**src/rtl/gpu_cmd_sched.sv**
```systemverilog
// gpu_cmd_sched: buffers CPU drawing commands in a small FIFO and issues them
// to the rasterizer one at a time over an execute-request / busy handshake.
// Optional feature macro: GPU_SCHED_CLIP_EN -- when defined, coordinates are
// clamped to the 214x160 framebuffer (x <= 213, y <= 159) as they enter the queue.
module gpu_cmd_sched #(
  parameter int DEPTH = 4
) (
  input  logic                     clk,
  input  logic                     rst_async,
  input  logic                     cmd_valid,
  output logic                     cmd_ready,
  input  logic [1:0]               cmd_op,
  input  logic [7:0]               cmd_x0,
  input  logic [7:0]               cmd_y0,
  input  logic [7:0]               cmd_x1,
  input  logic [7:0]               cmd_y1,
  input  logic [2:0]               cmd_colour,
  input  logic                     flush,
  output logic [1:0]               rast_command,
  output logic [7:0]               rast_x0,
  output logic [7:0]               rast_y0,
  output logic [7:0]               rast_x1,
  output logic [7:0]               rast_y1,
  output logic [2:0]               rast_colour,
  output logic                     rast_execute_request,
  input  logic                     rast_busy,
  output logic [$clog2(DEPTH):0]   queue_count,
  output logic                     sched_idle
);

  localparam int AW      = $clog2(DEPTH);
  // One entry: {op, x0, y0, x1, y1, colour}
  localparam int ENTRY_W = 2 + 4 * 8 + 3;
  localparam logic [AW:0] DEPTH_C   = (AW + 1)'(DEPTH);
  // Number of WAIT_ACK cycles tolerated without busy, minus one
  localparam logic [1:0]  ACK_LIMIT = 2'd3;

  typedef enum logic [1:0] {
    IDLE      = 2'd0,
    ISSUE     = 2'd1,
    WAIT_ACK  = 2'd2,
    WAIT_DONE = 2'd3
  } state_t;

  state_t               state;
  state_t               state_nxt;
  logic [ENTRY_W-1:0]   mem [DEPTH];
  logic [AW:0]          wptr;
  logic [AW:0]          rptr;
  logic [1:0]           ack_cnt;
  logic [ENTRY_W-1:0]   out_q;
  logic                 req_q;
  logic [ENTRY_W-1:0]   entry_in;
  logic                 push;
  logic                 pop;

`ifdef GPU_SCHED_CLIP_EN
  localparam logic [7:0] X_MAX = 8'd213;
  localparam logic [7:0] Y_MAX = 8'd159;

  // Saturate a coordinate to the last visible pixel of its axis
  function automatic logic [7:0] clamp_coord(input logic [7:0] v, input logic [7:0] lim);
    return (v > lim) ? lim : v;
  endfunction

  assign entry_in = {cmd_op,
                     clamp_coord(cmd_x0, X_MAX), clamp_coord(cmd_y0, Y_MAX),
                     clamp_coord(cmd_x1, X_MAX), clamp_coord(cmd_y1, Y_MAX),
                     cmd_colour};
`else
  assign entry_in = {cmd_op, cmd_x0, cmd_y0, cmd_x1, cmd_y1, cmd_colour};
`endif

  // Occupancy and CPU-side flow control come straight from the registered pointers,
  // so a pop while full only frees a slot from the following cycle on.
  assign queue_count = wptr - rptr;
  assign cmd_ready   = (queue_count < DEPTH_C);
  assign sched_idle  = (state == IDLE) && (queue_count == '0);

  // A command arriving together with flush is discarded along with the queue
  assign push = cmd_valid && cmd_ready && !flush;

  // Next-state logic; pop happens only from IDLE and never in a flush cycle
  always_comb begin
    state_nxt = state;
    pop       = 1'b0;
    case (state)
      IDLE: begin
        if ((queue_count != '0) && !rast_busy && !flush) begin
          pop       = 1'b1;
          state_nxt = ISSUE;
        end
      end
      ISSUE: begin
        state_nxt = WAIT_ACK;
      end
      WAIT_ACK: begin
        if (rast_busy) begin
          state_nxt = WAIT_DONE;
        end else if (ack_cnt == ACK_LIMIT) begin
          state_nxt = IDLE;
        end
      end
      WAIT_DONE: begin
        if (!rast_busy) begin
          state_nxt = IDLE;
        end
      end
      default: state_nxt = IDLE;
    endcase
  end

  // FSM state register
  always_ff @(posedge clk or negedge rst_async) begin
    if (!rst_async) begin
      state <= IDLE;
    end else begin
      state <= state_nxt;
    end
  end

  // Counts cycles spent in WAIT_ACK for the no-acknowledge timeout
  always_ff @(posedge clk or negedge rst_async) begin
    if (!rst_async) begin
      ack_cnt <= 2'd0;
    end else if (state == WAIT_ACK) begin
      ack_cnt <= ack_cnt + 2'd1;
    end else begin
      ack_cnt <= 2'd0;
    end
  end

  // Queue pointers; flush drops everything still queued but not the in-flight command
  always_ff @(posedge clk or negedge rst_async) begin
    if (!rst_async) begin
      wptr <= '0;
      rptr <= '0;
    end else if (flush) begin
      rptr <= wptr;
    end else begin
      if (push) begin
        wptr <= wptr + 1'b1;
      end
      if (pop) begin
        rptr <= rptr + 1'b1;
      end
    end
  end

  // Queue storage is data only and needs no reset
  always_ff @(posedge clk) begin
    if (push) begin
      mem[wptr[AW-1:0]] <= entry_in;
    end
  end

  // Output register and issue strobe; data holds from ISSUE until the next pop
  always_ff @(posedge clk or negedge rst_async) begin
    if (!rst_async) begin
      out_q <= '0;
      req_q <= 1'b0;
    end else begin
      req_q <= pop;
      if (pop) begin
        out_q <= mem[rptr[AW-1:0]];
      end
    end
  end

  assign {rast_command, rast_x0, rast_y0, rast_x1, rast_y1, rast_colour} = out_q;
  assign rast_execute_request = req_q;

endmodule
```
**config.mk**
```make
export PLATFORM = sky130hd
export DESIGN_NAME = gpu_cmd_sched
export DESIGN_NICKNAME = d
export VERILOG_FILES = /design/src/rtl/gpu_cmd_sched.sv
export SDC_FILE = /design/constraint.sdc
export NUM_CORES = 1
export LEC_CHECK = 0
export ABC_AREA = 0
export BUFFER_PORTS_ARGS = -buffer_cell sky130_fd_sc_hd__buf_4
export CAP_MARGIN = 20
export CELL_PAD_IN_SITES_DETAIL_PLACEMENT = 0
export CELL_PAD_IN_SITES_GLOBAL_PLACEMENT = 1
export CORE_MARGIN = 2
export CORE_UTILIZATION = 57
export CTS_BUF_LIST = sky130_fd_sc_hd__clkbuf_8
export DETAILED_ROUTE_END_ITERATION = 12
export GPL_TIMING_DRIVEN = 1
export PLACE_DENSITY_LB_ADDON = 0.15
export SLEW_MARGIN = 25
export SYNTH_ARGS = -nofsm -noshare
export SYNTH_HDL_FRONTEND = slang
export SYNTH_SLANG_ARGS = --single-unit
```
**constraint.sdc**
```tcl
create_clock -name clk -period 6.18 [get_ports clk]
set_input_delay 0.618 -clock clk [delete_from_list [all_inputs] [get_ports clk]]
set_output_delay 0.618 -clock clk [all_outputs]
set_load 0.05 [all_outputs]
```
After elaboration in Yosys (flattened, before gate mapping)
Memories as Yosys holds them, arrays and structs flattened. A register that Yosys moved wholly into a read port is not among the register bits.
Cells that the tools add are included.
Operators by class
  eq/ne operators: 7
  muxes and demuxes: 12
  bitwise gates (word level): 1
  reductions and logical operators: 14
  $lt $le $gt $ge: 1
  add/sub/neg operators: 4
Operators with widths (number)
  2-to-1 mux 2 bit: 5
  case mux 2 bit (4 select lines): 1
  adder 3 x 1 -> 3 bit, second input constant: 2
  equality test 2 bit, second input constant: 3
  2-to-1 mux 3 bit: 2
  logical AND 1 bit: 5
  2-to-1 mux 1 bit: 4
  zero test 1 bit: 3
  zero test 3 bit: 1
  < comparator 3 bit, second input constant: 1
  != test 3 bit, second input constant: 1
  AND reduction 3 bit: 1
  nonzero test 3 bit: 1
  subtractor 3 bit: 1
  adder 2 x 1 -> 2 bit, second input constant: 1
  equality test 2 x 1 -> 1 bit, second input constant: 1
  zero test 2 bit: 1
  != test 2 x 1 -> 1 bit, second input constant: 1
  != test 2 bit, second input constant: 1
  AND reduction 2 bit: 1
  nonzero test 2 bit: 1
  inverter 1 bit: 1
Storage, ports and cells
  input port bits: 42
  bits in registers: 11
  RAM bits: 148
  memories kept: 1
  output and inout port bits: 43
  word-level logic and storage cells: 45
Memory list
  mem: depth 4, bits a word 37, rd ports 1, clocked after memory_dff 1, write ports 1, RTL line 47  | logic [ENTRY_W-1:0] mem [DEPTH];

Logic depth before layout (Yosys ltp)
  word-level depth: 8
  depth in mapped cells: 8
  mapped depth without buffers: 7

Least setup slack after synthesis
No wires, ideal clock.
  kind: register to output
  start point: reg wptr[0]
  end point: out sched_idle
  required time: 5.562 ns
  data arrival time: 3.063 ns
  path slack: 2.499 ns
  cell stages (with the launch flop): 6
  buffers on the path: 0
  cell sequence: dfrtp_1 inv_1 ha_1 fa_1 xor3_2 nor4_1
On the way
  cells in the longest elaborated chain, start to end: 3
RTL lines
  start, declared: RTL line 48  | logic [AW:0] wptr;
  start signal, assigned: RTL line 142  | wptr <= wptr + 1'b1;
  subtractor 3 bit: RTL line 76  | assign queue_count = wptr - rptr;
  via queue_count[2]: RTL line 27  | output logic [$clog2(DEPTH):0] queue_count,
  zero test 3 bit: RTL line 78  | assign sched_idle = (state == IDLE) && (queue_count == '0);
  logical AND 1 bit: RTL line 78
  end, declared: RTL line 28  | output logic sched_idle
The timed path passes the listed nets, and every way through them passes these cells.

Final worst setup path
  start point: reg rptr[0]
  end point: mem mem[0][26] (netlist bit) (enable)
On the way
  cells in the longest elaborated chain, start to end: 6
RTL lines
  start, declared: RTL line 49  | logic [AW:0] rptr;
  start signal, assigned: RTL line 139  | rptr <= wptr;
  start signal, assigned: RTL line 145  | rptr <= rptr + 1'b1;
  subtractor 3 bit: RTL line 76
  < comparator 3 bit: RTL line 77  | assign cmd_ready = (queue_count < DEPTH_C);
  logical AND 1 bit (2 in series): RTL line 81  | assign push = cmd_valid && cmd_ready && !flush;
  2-to-1 mux 1 bit: RTL line 152  | if (push) begin
  2-to-1 mux 1 bit (implied by the code): RTL line 153  | mem[wptr[AW-1:0]] <= entry_in;
  end, declared: RTL line 47
No other way between the ends.

==> flow_metrics.py <==
metrics = {
    "routing": {
        "wl_mm": 12.0,
        "via_count": 3352,
        "wl_per_cell_um": 19.7,
        "drt_iter0_drc": 193,
        "route.detailed.drc": 0,
        "antenna_left": 0,
        "viasPerCell": 5.52,
        "firstDrtPassIters": 4,
    },
    "sta": {
        "drv_slew": 0,
        "final.setup.tns_ps": 0,
        "fin_crit_sh_pct": 57.6,
        "min_period_ps": 3560,
        "rsz0062_at_grt": "no",
        "relSlewSlack_pct": 32.0,
        "hold_violations": 0,
        "tightest_slew_ps": 1020,
        "max_freq_mhz": 281,
        "finalSetupViolations": 0,
        "clock_skew_ps": 8.27,
    },
    "synth": {
        "synthMostInstantiatedCell": "edfxtp_1",
        "ys_async_sr_fraction_pct": 24.5,
        "syn_nets": 378,
        "synth_common_cells": "edfxtp_1 (148), dfrtp_1 (48), mux2_4 (37), mux4_2 (37), ha_1 (7)",
        "ys_warn_count": 0,
        "synth_edf_count": 148,
        "synthDominantCellAreaShare_pct": 59.3,
        "ys_ff_latch": 196,
        "netlist_instances": 328,
        "synth_cell_type_count": 30,
        "synth.avg_cell_area_um2": 22.8,
        "syn_area_um2": 7490,
        "synth.largest_area_cell": "edfxtp_1",
        "ys_seq_area_share_pct": 75.4,
        "ys.flop_type": "edfxtp_1",
        "synthTopCellsByArea": "edfxtp_1 (59%), dfrtp_1 (16%), mux4_2 (11%)",
    },
    "critical_path": {
        "crit_type": "reg2reg",
        "worstPathMaxFanout": 40,
        "crit_path_end_kind": "flip-flop",
        "required_ps": 6260,
        "r2r_cells": 6,
        "critPathLaunchType": "flip-flop",
        "worstPathArrival_ps": 3640,
    },
    "die": {
        "dieArea_um2": 14100,
        "initial_core_util_pct": 58.9,
        "core_area_um2": 12700,
        "ios": 85,
        "dieHeight_um": 119,
        "placementRows": 41,
        "fp.dieW_um": 119,
    },
    "placement": {
        "dpl-instance-area_um2": 8310,
        "dp_cells": 575,
        "io_buffers": 84,
        "gp_congestion": 0.711,
        "dp.final_hpwl_mm": 7.22,
    },
    "pwr": {
        "fin_total_pwr_mw": 4.38,
        "power.density_nw_per_um2": 504,
        "irDropWorstVdd_uv": 249,
        "total_leakage_power_nw": 3.22,
    },
    "layout": {
        "final_cell_area_um2": 8690,
        "fin_nets": 472,
        "fin_cells": 607,
        "drive_gt1_share_pct": 46.0,
        "area_growth_syn_to_layout_pct": 16.0,
        "seqCellArea_um2": 5650,
        "antennaDiodeCount": 0,
        "fill_cells": 880,
        "multi_input_area_um2": 1760,
    },
    "clock_network": {
        "postCtsSetupBuffers": 0,
        "cts-resized-gates": 0,
        "root_buffer": "clkbuf_8",
        "cts_inserted_buffers": 17,
        "clk_latency_ps": 460,
        "cts_hold_buf": 0,
        "htreeDepth": 4,
        "cts.sink_count": 196,
        "clk_pin_slew_ps": 80,
        "cts_tree": "done",
        "cts_buffer_depth": 2,
    },
    "status": {
        "status": "finished clean",
    },
    "grt": {
        "grt_use_met1_pct": 24.7,
        "grt_max_degree": 49,
        "antenna_found_initial": 0,
        "grt_remaining_overflow": 0,
        "track_usage_pct": 18.3,
        "grt_first_pass_wirelength_mm": 19.0,
        "grt_pass1_vias": 3486,
        "grt_use_met2_pct": 29.1,
        "use_met3_pct": 4.30,
        "grt-busiest-layer": "met2",
    },
    "flow_run": {
        "maxCapViolations": 0,
    },
    "min_path": {
        "min_path_type": "in2async",
    },
}
[power by group]
group | internal [mW] | switching, mW | leakage [nW]
clock network | 0.371 | 0.405 | 0.195
registers | 1.70 | 0.178 | 1.92
logic | 0.720 | 1.00 | 1.10
[registers in the layout, indices dropped and copies added, names as in the netlist]
register	cells
ack_cnt	2
mem	148
out_q	37
rast_execute_request	1
rptr	3
state	2
wptr	3
[worst max-delay path, stage by stage (launching register included)]
cell and delay, ps:
dfrtp_2 350, buf_4 600, ha_1 290, fa_1 210, xor3_2 350, nor3b_2 430
and2_2 910
[path summary, 6_finish.rpt]
check                      startpoint                   end  slack [ps]
hold reg to reg            ack_cnt[0]            ack_cnt[0]         440
setup / recovery              rptr[0]            mem[0][26]        2620
max in group asynchronous   rst_async               rptr[1]        5560
min in group clk            cmd_x1[4]            mem[1][15]         360
hold / removal              rst_async  rast_execute_request         170
setup reg to reg              rptr[0]            mem[0][26]        2620
[stage by stage]
step                      hold slack (ps)  utilization, %  setup WS, ps
final                                 172            68.3          2620
after CTS                             176            68.3          2560
after global routing                  218            68.3          2300
after global placement                428            65.1          2460
after detailed placement              436            65.3          2570
after floorplan                       322               -          2500
[logic make-up after synthesis]
kind of cell | Yosys count | share of synthesized area, %
adder cells (fa/ha/maj) | 8 | 1.44
flip-flops | 196 | 75.4
AO/OA/AOI/OAI | 8 | 0.818
buffers and inverters | 17 | 1.30
XOR/XNOR | 5 | 0.802
AND/OR/NAND/NOR | 19 | 1.59
multiplexers | 75 | 18.7
[cells in the final DEF (no fill, tap or decap), types with 3 or more instances in the layout]
cell,n
nand2_1,4
mux4_2,37
clkbuf_8,19
edfxtp_1,148
o21ai_0,3
inv_1,6
dfrtp_1,46
clkinv_2,5
nor2_1,3
clkinv_1,3
buf_4,86
mux2_4,37
ha_1,7
[cell type report]
cell class,instances,share of cell area (%)
multi-input cells,115,20.2
well taps,172,2.48
clock buffers,19,3.01
flip-flops and latches,196,65.0
repair buffers,87,7.75
inverters,5,0.216
clock inverters,13,1.33
[metal layers]
metal	up-vias	part of all wire, %
met5	-	0
met4	0	2.0
met3	19	4.2
met2	76	51
met1	1761	43
li1	1496	-
No activity file was read; power rests on OpenSTA's default activity.
